[src/rtl/program_loader.sv]
`default_nettype none
// ============================================================================
// program_loader: receives a length-prefixed byte image and writes it, one
// 32-bit word at a time, into instruction memory while holding the CPU in reset.
// Optional feature macro: LOADER_CHECKSUM_EN (trailing XOR checksum byte).
// Revision: 1.0
// ============================================================================
module program_loader #(
  parameter int ADDR_W    = 10,
  parameter int MAX_WORDS = 1024
) (
  input  logic              clk,
  input  logic              reset,
  input  logic              start,
  input  logic              rx_valid,
  input  logic [7:0]        rx_data,
  output logic              rx_ready,
  output logic              mem_we,
  output logic [ADDR_W-1:0] mem_addr,
  output logic [31:0]       mem_wdata,
  output logic              cpu_reset,
  output logic              done,
  output logic              error
);

  typedef enum logic [2:0] {
    S_IDLE   = 3'd0,
    S_LEN_HI = 3'd1,
    S_LEN_LO = 3'd2,
    S_DATA   = 3'd3,
`ifdef LOADER_CHECKSUM_EN
    S_CSUM   = 3'd4,
`endif
    S_DONE   = 3'd5,
    S_ERR    = 3'd6
  } state_t;

  localparam logic [16:0] C_MAX_WORDS = 17'(MAX_WORDS);

  state_t              state_q, state_d;
  logic [7:0]          len_hi_q, len_hi_d;
  logic [15:0]         rem_q, rem_d;
  logic [1:0]          byte_cnt_q, byte_cnt_d;
  logic [23:0]         word_q, word_d;
  logic [ADDR_W-1:0]   addr_q, addr_d;
  logic                we_q, we_d;
  logic [31:0]         wdata_q, wdata_d;
  logic                rx_ready_q, rx_ready_d;
  logic                cpu_reset_q, cpu_reset_d;
  logic                done_q, done_d;
  logic                error_q, error_d;
`ifdef LOADER_CHECKSUM_EN
  logic [7:0]          csum_q, csum_d;
`endif

  logic                w_accept;
  logic [15:0]         w_len;

  assign w_accept = rx_valid & rx_ready_q;
  assign w_len    = {len_hi_q, rx_data};

  always_comb begin
    state_d    = state_q;
    len_hi_d   = len_hi_q;
    rem_d      = rem_q;
    byte_cnt_d = byte_cnt_q;
    word_d     = word_q;
    addr_d     = addr_q;
    we_d       = 1'b0;
    wdata_d    = wdata_q;
`ifdef LOADER_CHECKSUM_EN
    csum_d     = csum_q;
`endif

    // Address advances in the cycle following each write strobe.
    if (we_q) begin
      addr_d = addr_q + ADDR_W'(1);
    end

    case (state_q)
      S_IDLE: begin
        if (start) begin
          state_d    = S_LEN_HI;
          addr_d     = '0;
          byte_cnt_d = 2'd0;
`ifdef LOADER_CHECKSUM_EN
          csum_d     = 8'h00;
`endif
        end
      end
      S_LEN_HI: begin
        if (w_accept) begin
          len_hi_d = rx_data;
          state_d  = S_LEN_LO;
        end
      end
      S_LEN_LO: begin
        if (w_accept) begin
          byte_cnt_d = 2'd0;
          rem_d      = w_len;
          if (w_len == 16'd0) begin
`ifdef LOADER_CHECKSUM_EN
            state_d = S_CSUM;
`else
            state_d = S_DONE;
`endif
          end else if ({1'b0, w_len} > C_MAX_WORDS) begin
            state_d = S_ERR;
          end else begin
            state_d = S_DATA;
          end
        end
      end
      S_DATA: begin
        if (w_accept) begin
          word_d     = {word_q[15:0], rx_data};
          byte_cnt_d = byte_cnt_q + 2'd1;
`ifdef LOADER_CHECKSUM_EN
          csum_d     = csum_q ^ rx_data;
`endif
          if (byte_cnt_q == 2'd3) begin
            we_d    = 1'b1;
            wdata_d = {word_q, rx_data};
            rem_d   = rem_q - 16'd1;
            // Final word: leave DATA now so no further byte is taken as data.
            if (rem_q == 16'd1) begin
`ifdef LOADER_CHECKSUM_EN
              state_d = S_CSUM;
`else
              state_d = S_DONE;
`endif
            end
          end
        end
      end
`ifdef LOADER_CHECKSUM_EN
      S_CSUM: begin
        if (w_accept) begin
          state_d = (rx_data == csum_q) ? S_DONE : S_ERR;
        end
      end
`endif
      S_DONE, S_ERR: begin
        if (start) begin
          state_d    = S_LEN_HI;
          addr_d     = '0;
          byte_cnt_d = 2'd0;
`ifdef LOADER_CHECKSUM_EN
          csum_d     = 8'h00;
`endif
        end
      end
      default: begin
        state_d = S_IDLE;
      end
    endcase

    rx_ready_d  = (state_d == S_LEN_HI) || (state_d == S_LEN_LO) ||
`ifdef LOADER_CHECKSUM_EN
                  (state_d == S_CSUM) ||
`endif
                  (state_d == S_DATA);
    cpu_reset_d = (state_d != S_DONE);
    done_d      = (state_d == S_DONE);
    error_d     = (state_d == S_ERR);
  end

  always_ff @(posedge clk or posedge reset) begin
    if (reset) begin
      state_q     <= S_IDLE;
      len_hi_q    <= 8'h00;
      rem_q       <= 16'd0;
      byte_cnt_q  <= 2'd0;
      word_q      <= 24'd0;
      addr_q      <= '0;
      we_q        <= 1'b0;
      wdata_q     <= 32'd0;
      rx_ready_q  <= 1'b0;
      cpu_reset_q <= 1'b1;
      done_q      <= 1'b0;
      error_q     <= 1'b0;
`ifdef LOADER_CHECKSUM_EN
      csum_q      <= 8'h00;
`endif
    end else begin
      state_q     <= state_d;
      len_hi_q    <= len_hi_d;
      rem_q       <= rem_d;
      byte_cnt_q  <= byte_cnt_d;
      word_q      <= word_d;
      addr_q      <= addr_d;
      we_q        <= we_d;
      wdata_q     <= wdata_d;
      rx_ready_q  <= rx_ready_d;
      cpu_reset_q <= cpu_reset_d;
      done_q      <= done_d;
      error_q     <= error_d;
`ifdef LOADER_CHECKSUM_EN
      csum_q      <= csum_d;
`endif
    end
  end

  assign rx_ready  = rx_ready_q;
  assign mem_we    = we_q;
  assign mem_addr  = addr_q;
  assign mem_wdata = wdata_q;
  assign cpu_reset = cpu_reset_q;
  assign done      = done_q;
  assign error     = error_q;

endmodule
`default_nettype wire
[config.mk]
export PLATFORM = sky130hd
export DESIGN_NAME = program_loader
export DESIGN_NICKNAME = d
export VERILOG_FILES = /design/src/rtl/program_loader.sv
export SDC_FILE = /design/constraint.sdc
export NUM_CORES = 1
export LEC_CHECK = 0
export ABC_CLOCK_PERIOD_IN_PS = 6900
export CAP_MARGIN = 20
export CORE_AREA = 2 2 102 104
export CTS_BUF_LIST = sky130_fd_sc_hd__clkbuf_16
export CTS_CLUSTER_SIZE = 28
export DETAILED_ROUTE_END_ITERATION = 6
export DIE_AREA = 0 0 104 106
export GPL_TIMING_DRIVEN = 0
export PLACE_DENSITY_LB_ADDON = 0.1
export SLEW_MARGIN = 5
export SYNTH_ARGS = -nofsm -noshare
export SYNTH_HDL_FRONTEND = slang
export SYNTH_SLANG_ARGS = --single-unit
[constraint.sdc]
create_clock -name clk -period 6.9 [get_ports clk]
set_input_delay 1.38 -clock clk [delete_from_list [all_inputs] [get_ports clk]]
set_output_delay 1.38 -clock clk [all_outputs]
set_load 0.05 [all_outputs]
Word level (Yosys, flattened, before mapping)
Cells that the tools add are included.
{"block": "totals", "elab_cells": 69, "inputBits": 12, "ff_bits": 100}
{"block": "op_classes", "reduce_logical": 12, "muxes": 23, "n_lt_le_gt_ge": 1, "add_sub_neg": 3, "n_eq_ne": 17, "bitwise_logic": 1}
{"op": "two-way mux 16 bit", "count": 3}
{"op": "case mux 16 bit (2 select lines)", "count": 1}
{"op": "two-way mux 10 bit", "count": 3}
{"op": "two-way mux 3 bit", "count": 8}
{"op": "equality test 16 x 1 -> 1 bit (second input constant)", "count": 1}
{"op": "greater-than comparator 16 x 11 -> 1 bit (second input constant)", "count": 1}
{"op": "logical NOT 16 bit", "count": 1}
{"op": "subtractor 16 x 1 -> 16 bit (second input constant)", "count": 1}
{"op": "equality test 3 x 2 -> 1 bit (second input constant)", "count": 4}
{"op": "equality test 3 bit (second input constant)", "count": 4}
{"op": "case mux 3 bit (4 select lines)", "count": 1}
{"op": "adder 10 x 1 -> 10 bit (second input constant)", "count": 1}
{"op": "AND reduction 4 bit", "count": 2}
{"op": "equality test 3 x 1 -> 1 bit (second input constant)", "count": 2}
{"op": "two-way mux 2 bit", "count": 3}
{"op": "inequality test 2 bit (second input constant)", "count": 3}
{"op": "case mux 2 bit (3 select lines)", "count": 1}
{"op": "AND reduction 2 bit", "count": 2}
{"op": "logical NOT 3 bit", "count": 1}
{"op": "two-way mux 1 bit", "count": 3}
{"op": "inequality test 3 bit (second input constant)", "count": 1}
{"op": "AND reduction 3 bit", "count": 1}
{"op": "nonzero test 3 bit", "count": 1}
{"op": "OR reduction 3 bit", "count": 1}
{"op": "other kinds (6)", "count": 7}

Depth between registers and ports, before layout
Gate-level depths: netlist of the first run.
{"block": "logic_depth", "depth_word": 8, "mapped_depth": 7, "ltp_nobuf": 7}

Worst setup path after synthesis of the first run
OpenSTA, ideal clock, no wires.
{"block": "synth_timing", "kind": "input-to-reg", "startpoint": "in rx_valid", "endpoint": "reg wdata_q[0] (netlist: mem_wdata[0])", "n_path_buf": 1, "required_time_ns": 6.775, "path_slack_ns": 4.123, "cell_stages": 5, "t_arrival_ns": 2.652, "setup_time_ns": 0.125, "cell_sequence": "nand2_1 -> nor2_1 -> nand2_1 -> buf_1 -> mux2_2"}
{"block": "synth_via", "elab_chain_len": 2}
{"item": "start, declared", "line": "15", "source": "input logic rx_valid,"}
{"item": "AND 1 bit", "line": "59", "source": "assign w_accept = rx_valid & rx_ready_q;"}
{"item": "AND reduction 3 bit (no line)"}
{"item": "end signal, assigned", "line": "193", "source": "wdata_q <= wdata_d;"}
{"item": "end, declared", "line": "47", "source": "logic [31:0] wdata_q, wdata_d;"}
No other way between the ends.
A chain may end at the register's enable or synchronous reset.

Worst setup path in the final report of the first run
{"block": "layout_timing", "startpoint": "in rx_valid", "endpoint": "reg wdata_q[3] (netlist: mem_wdata[3])"}
The elaborated chain is that of the path after synthesis.

==> impl_metrics.yaml, run 1 <==
synthesis:
  yosys-top-cells-area: "dfrtp_1 56%, mux2_2 16%, nor2_1 2.6%"
  syn-num-nets: 382
  synth-main-ff-cell: "dfrtp_1"
  synth_enable_flop_cells: 0
  syn_inst: 366
  synthTopCellsByCount: "99 x dfrtp_1, 63 x mux2_2, 30 x nor2_1, 20 x o21ai_0, 15 x a21oi_1"
  netlist_area_um2: 4400
  netlist.area_leader.share_pct: 56.3
  post-synth-top-count-cell: "dfrtp_1"
  ys.warnings.count: 0
  yosys.area.top_type: "dfrtp_1"
  synth_seq_area_share_pct: 56.9
  async_flop_share_pct: 100
  ys_types: 46
  syn_avg_cell_area_um2: 12.0
  ys_seq_elements: 100
sta:
  rsz0062_at_grt: "false"
  hold_viol_final: 0
  fmax_ghz: 0.275
  worst_pin_slew_ns: 0.832
  skew_ns: 0.00550
  setup_viol: 0
  tns_ns: 0
  fin_crit_ns: 3.63
  slew_headroom_pct: 44.3
  fin_crit_sh_pct: 52.7
  maxSlewViolCount: 0
routing:
  drt.antenna.violating_nets: 0
  wl_per_cell_um: 17.1
  drt-total-wl_mm: 9.87
  dr.pass1.iters: 4
  vias: 3131
  viasPerCell: 5.43
  drt_iter0_drc: 167
  drc: 0
clocking:
  post_cts_resized: 0
  clk_path_buf_depth: 2
  root_buffer: "clkbuf_16"
  post_cts_buffers: 0
  cts_tree: "done"
  cts.clk_slew.worst_paths_ns: 0.07
  htreeDepth: 3
  cts.sinks: 100
  worstSkewPairLatency_ns: 0.35
  cts-buffers-inserted: 9
  cts_hold_buf: 0
global_routing:
  grt_first_pass_wirelength_mm: 16.4
  grt_max_degree: 70
  antenna_found_initial: 0
  grt.total_usage_pct: 19.2
  globalRouteOverflowTotal: 0
  grt_pass1_vias: 3149
pwr:
  p_leak_uw: 0.00239
  power_density_nw_per_um2: 413
  peakVddDrop_uv: 199
critical_path:
  crit_family: "simple AND/OR/NAND/NOR gates"
  start_kind: "input pin"
  arrival_ns: 3.86
  cpPeakStageDelay_ns: 0.69
  crit_chain: "clkdlybuf4s50_1 > nand2_1 > nor2_1 > nand2_1 > buf_1 > mux2_2"
  crit_type: "input pin to flop"
  worstSetupEndpointType: "flop"
  critPathMostFrequentCell: "nand2_1"
  slowest_stage: "nor2_1"
  worstPathMaxFanout: 10
  critPathBufInv: 2
  crit_required_ns: 7.13
  cp.depth: 6
  worstRegToRegCells: 6
layout:
  final_nets: 453
  synthToLayoutAreaGrowth_pct: 24.0
  drive_above_1_share_pct: 20.4
  antenna_cells: 0
  finalNonFillerCells: 577
flow_run:
  drv_cap: 0
placement:
  place.gp.congestion: 0.817
  dp_cells: 561
  port_buffers: 58
  dp_hpwl_mm: 6.67
die:
  start_util_pct: 44.0
  chipHeight_um: 106
  io_pins: 59
  core_region_area_um2: 10000
  num_rows: 37
  die_w_um: 104
  dieArea_um2: 11000
hold_path:
  hold_depth: 1
  hp-class: "flop to flop"
run_status:
  status: "finished clean"
[placed cells by master (no fill, tap or decap), types with 4 or more instances in the layout]
master,netlist,final
nand3_1,9,9
inv_1,10,9
o21ai_0,20,20
nand2_1,10,10
a21oi_1,15,15
dfrtp_1,99,99
nor3_1,6,6
nor2_1,30,30
xor2_1,9,9
a22oi_1,6,6
o2bb2ai_1,6,6
clkdlybuf4s50_1,0,58
nand3b_1,5,5
clkbuf_1,13,13
nor4_1,6,6
ha_1,4,4
mux2_2,63,63
clkbuf_16,0,9
and3_1,4,4
a31oi_1,4,4
[logic make-up after synthesis]
logic type               count (synthesis)  synth area share, %
AO/OA/AOI/OAI                           67                 9.67
XOR/XNOR                                11                 2.19
adder cells (fa/ha/maj)                  4                 1.14
buffers and inverters                   28                 2.45
flip-flops                             100                 56.9
multiplexers                            65                 16.6
AND/OR/NAND/NOR                         91                 11.0
[worst paths after layout]
check                                endpoint           from  slack [ns]
worst max register to register   mem_wdata[3]     state_q[1]        4.07
worst min-delay path            byte_cnt_q[0]  byte_cnt_q[0]        0.49
worst min register to register  byte_cnt_q[0]  byte_cnt_q[0]        0.49
min in group asynchronous         mem_addr[1]          reset        1.41
max in group asynchronous        mem_wdata[8]          reset        4.82
worst max-delay path             mem_wdata[3]       rx_valid        3.27
[metal layers]
layer,vias to the layer above,global-route usage [%],part of all wire (%)
met5,-,0,0
met4,0,8.49,1.7
met3,14,4.41,6.8
met2,97,28.9,45
met1,1553,26.7,47
li1,1467,-,-
[report_power, final]
part | switching (µW) | internal (µW)
clock network | 226 | 246
logic | 498 | 354
registers | 145 | 785
total | 870 | 1390
[cell type report]
type,instances,area [µm²]
Fill cell,880,4540
Sequential cell,100,2500
Multi-Input combinational cell,238,1790
Timing Repair Buffer,60,613
Clock buffer,9,225
Tap cell,136,170
Buffer,18,70.1
Clock inverter,6,46.3
Inverter,10,40.0
[worst reg2reg max path, stage by stage (launching register included)]
cell and delay [ns]:
dfrtp_1 0.37, clkbuf_1 0.36, nand3b_1 0.19, nor2_1 0.68, nand2_1 0.33, buf_1 0.41
mux2_2 0.38
[sequential cells by signal (all words and copies together), names as in the netlist]
name / count
error: 1
mem_addr: 10
state_q: 3
word_q: 24
mem_wdata: 32
mem_we: 1
rem_q: 16
len_hi_q: 8
done: 1
cpu_reset: 1
byte_cnt_q: 2
rx_ready: 1
[through the flow]
stage	hold WS [ns]	power (µW)	util, %	setup slack [ns]	area, µm²
2_1_floorplan	0.457	1530	-	2.90	4400
3_3_place_gp	0.471	1770	51.5	1.34	5150
4_1_cts	0.496	2270	54.5	3.23	5450
5_1_grt	0.506	2400	54.6	3.11	5460
3_5_place_dp	0.487	1790	51.8	2.87	5180
6_report	0.491	2260	54.6	3.27	5460
Note: power is estimated with default switching activity, not from simulation.
==> run 2, diff against run 1 <==
--- a/config.mk
+++ b/config.mk
@@ -5,7 +5,7 @@
 export SDC_FILE = /design/constraint.sdc
 export NUM_CORES = 1
 export LEC_CHECK = 0
-export ABC_CLOCK_PERIOD_IN_PS = 6900
+export ABC_CLOCK_PERIOD_IN_PS = 3700
 export CAP_MARGIN = 20
 export CORE_AREA = 2 2 102 104
 export CTS_BUF_LIST = sky130_fd_sc_hd__clkbuf_16
==> constraint.sdc (replaced) <==
create_clock -name clk -period 3.7 [get_ports clk]
set_input_delay 0.74 -clock clk [delete_from_list [all_inputs] [get_ports clk]]
set_output_delay 0.74 -clock clk [all_outputs]
set_load 0.05 [all_outputs]
==> results of run 2 <==
Same layout as run 1 (identical final DEF). Status: finished clean.
Among the figures that moved: setup slack after placement 2.87 ns -> 0.309 ns; setup slack after layout 3.27 ns -> 0.707 ns; register-to-register setup slack 4.07 ns -> 0.87 ns; total power 2260 µW -> 4210 µW; worst IR drop on VDD 199 µV -> 372 µV
==> RTL edit: new RTL, settings of run 1 <==
Set the parameter `ADDR_W` to 8 (it was 10).
--- a/src/rtl/program_loader.sv
+++ b/src/rtl/program_loader.sv
@@ -7,5 +7,5 @@
 // ============================================================================
 module program_loader #(
-  parameter int ADDR_W    = 10,
+  parameter int ADDR_W    = 8,
   parameter int MAX_WORDS = 1024
 ) (
Interface: changed (resized mem_addr); port bits go from 59 to 57. The function was not compared with the original's and may differ.
==> RTL edit against run 1 <==
- total power is 12% higher
- worst setup slack better by 0.23 ns
- global-route usage decreased by 0.99 points
- design area shrank 1.1%
- routed wire length down 4.4%
- synthesized area down 0.91%
- clock power grew 2%
- sequential cell count is 2 lower
- critical path type unchanged
- core utilization decreased by 0.58 points
- highest routed layer unchanged
==> RTL edit: results (changes against run 1) <==
Hold EP=word_q[21] (was byte_cnt_q[0]); Syn Nets=382 (unchanged); Antenna Cells=0 (unchanged); HP Class=flop to flop (unchanged); delay-heaviest family, CP=buffers and inverters (was simple AND/OR/NAND/NOR gates); async set-or-reset flop fraction in the synthesized netlist=100% (unchanged); Max VDD drop=0.233 mV (was 0.199 mV); DRT Pass-1 Iters=4 (unchanged); vias in the first global route=3110 (was 3149); CTS root buffer=clkbuf_16 (unchanged); CP max FO=10 (unchanged); Reg clk slew, reported paths=0.07 ns (about the same); Final Skew=0.0150 ns (was 0.00550 ns); reg-to-reg slack, setup=4.58 ns (was 4.07 ns); GR Util All Layers=18.2% (was 19.2%); share of layout cells above drive strength 1=13.0% (was 20.4%); nets=450 (was 453); DP Cell Count=559 (was 561); Yosys cell types=51 (was 46); first-pass GRT wire length=16000 um (was 16400 um); Worst Max-Slew Pin Slew=0.753 ns (was 0.832 ns); Vias=3059 (was 3131); clock insertion delay at the later pin of the skew report=0.34 ns; post-cts resize count=0 (unchanged); wire per inst=16.4 um (was 17.1 um); Main synth FF type=dfrtp_1 (unchanged); yosys warns=0 (unchanged); min-delay src=word_q[21] (was byte_cnt_q[0]); Static Leak=2.33 nW (was 2.39 nW); status=finished clean (unchanged); Non-Filler Instances=575 (was 577); antenna violations before repair=0 (unchanged); CP max stage delay=0.50 ns (was 0.69 ns); max-slew violations=0 (unchanged); slowest CP cell=clkdlybuf4s50_1 (was nor2_1); synth top area cells=dfrtp_1 56%, mux2_1 9.6%, mux2_2 6.7%, nor2_1 2.6%, a21oi_1 2.3% (was dfrtp_1 56%, mux2_2 16%, nor2_1 2.6%, o21ai_0 2.3%, xor2_1 1.8%); Routed Antenna Nets=0 (unchanged); post-detail-place hpwl=6490 um (was 6670 um); Setup Buffers After CTS=0 (unchanged); initial drt markers=142 (was 167); sequential area share after synthesis=56.3% (was 56.9%); Critical Path AT=3.62 ns (was 3.86 ns); GPL Wtd Cong=0.818 (was 0.817); reg2reg end=mem_wdata[1] (was mem_wdata[3]); FILL cells=914 (was 880); Mapped Avg Cell Area=11.9 sq um (was 12.0 sq um); ranking of synthesized cells by instance count=97 x dfrtp_1, 37 x mux2_1, 30 x nor2_1 (was 99 x dfrtp_1, 63 x mux2_2, 30 x nor2_1); reg2reg path depth=6 (unchanged); worst flop-to-flop path startpoint=state_q[2] (was state_q[1]); port buffer count=56 (was 58); largest net degree at the start of global routing=59 (was 70); CTS buffer count=9 (unchanged)
==> RTL edit: how the worst max path moves through the flow <==
| stage | startpoint | end | slack (ns) | cells past startpoint |
|---|---|---|---|---|
| 3_5_place_dp | rx_valid | mem_wdata[27] | 3.11 | 7 |
| 2_1_floorplan | reset | byte_cnt_q[0] | 2.96 | 1 |
| 6_report | rx_valid | mem_wdata[1] | 3.50 | 7 |
| 5_1_grt | rx_valid | mem_wdata[29] | 3.30 | 7 |
| 3_3_place_gp | reset | rem_q[9] | 1.38 | 2 |
| 4_1_cts | rx_valid | mem_wdata[27] | 3.42 | 7 |
==> RTL edit: final cells by class <==
class | count | share of cell area (%)
timing repair buffer | 57 | 10.8
tap | 136 | 3.15
clock inverter | 7 | 1.14
inverter | 7 | 0.533
multi-input combinational | 241 | 33.2
buffer | 20 | 1.62
sequential | 98 | 45.5
clock buffer | 9 | 4.17
==> RTL edit: layer usage <==
metal / routed length, um / GRT usage [%]
met5: 0 / 0
met4: 122 / 6.27
met3: 428 / 2.64
met2: 4250 / 28.3
met1: 4640 / 26.3
==> RTL edit: per-stage QoR <==
stage / total power [W] / area, sq um / worst slack (ns) / util, % / hold WS (ns)
3_3_place_gp: 0.00204 / 5090 / 1.38 / 50.9 / 0.465
6_report: 0.00253 / 5400 / 3.50 / 54.0 / 0.485
2_1_floorplan: 0.00172 / 4360 / 2.96 / - / 0.454
4_1_cts: 0.00255 / 5400 / 3.42 / 54.0 / 0.490
5_1_grt: 0.00270 / 5400 / 3.30 / 54.0 / 0.511
3_5_place_dp: 0.00207 / 5110 / 3.11 / 51.1 / 0.474
==> RTL edit: logic make-up after synthesis <==
family | synth area share [%]
compound gates | 9.47
xor+xnor | 1.81
fa+ha+maj | 1.15
buf+inv | 2.61
flops | 56.3
mux | 17.0
simple gates | 11.7
==> RTL edit: power by group <==
part | switching (W) | internal (W) | leakage, nW | total, W
Combinational | 0.000647 | 0.000427 | 0.955 | 0.00107
Sequential | 0.000170 | 0.000808 | 1.24 | 0.000979
Clock | 0.000229 | 0.000250 | 0.133 | 0.000480
Total | 0.00105 | 0.00149 | 2.33 | 0.00253
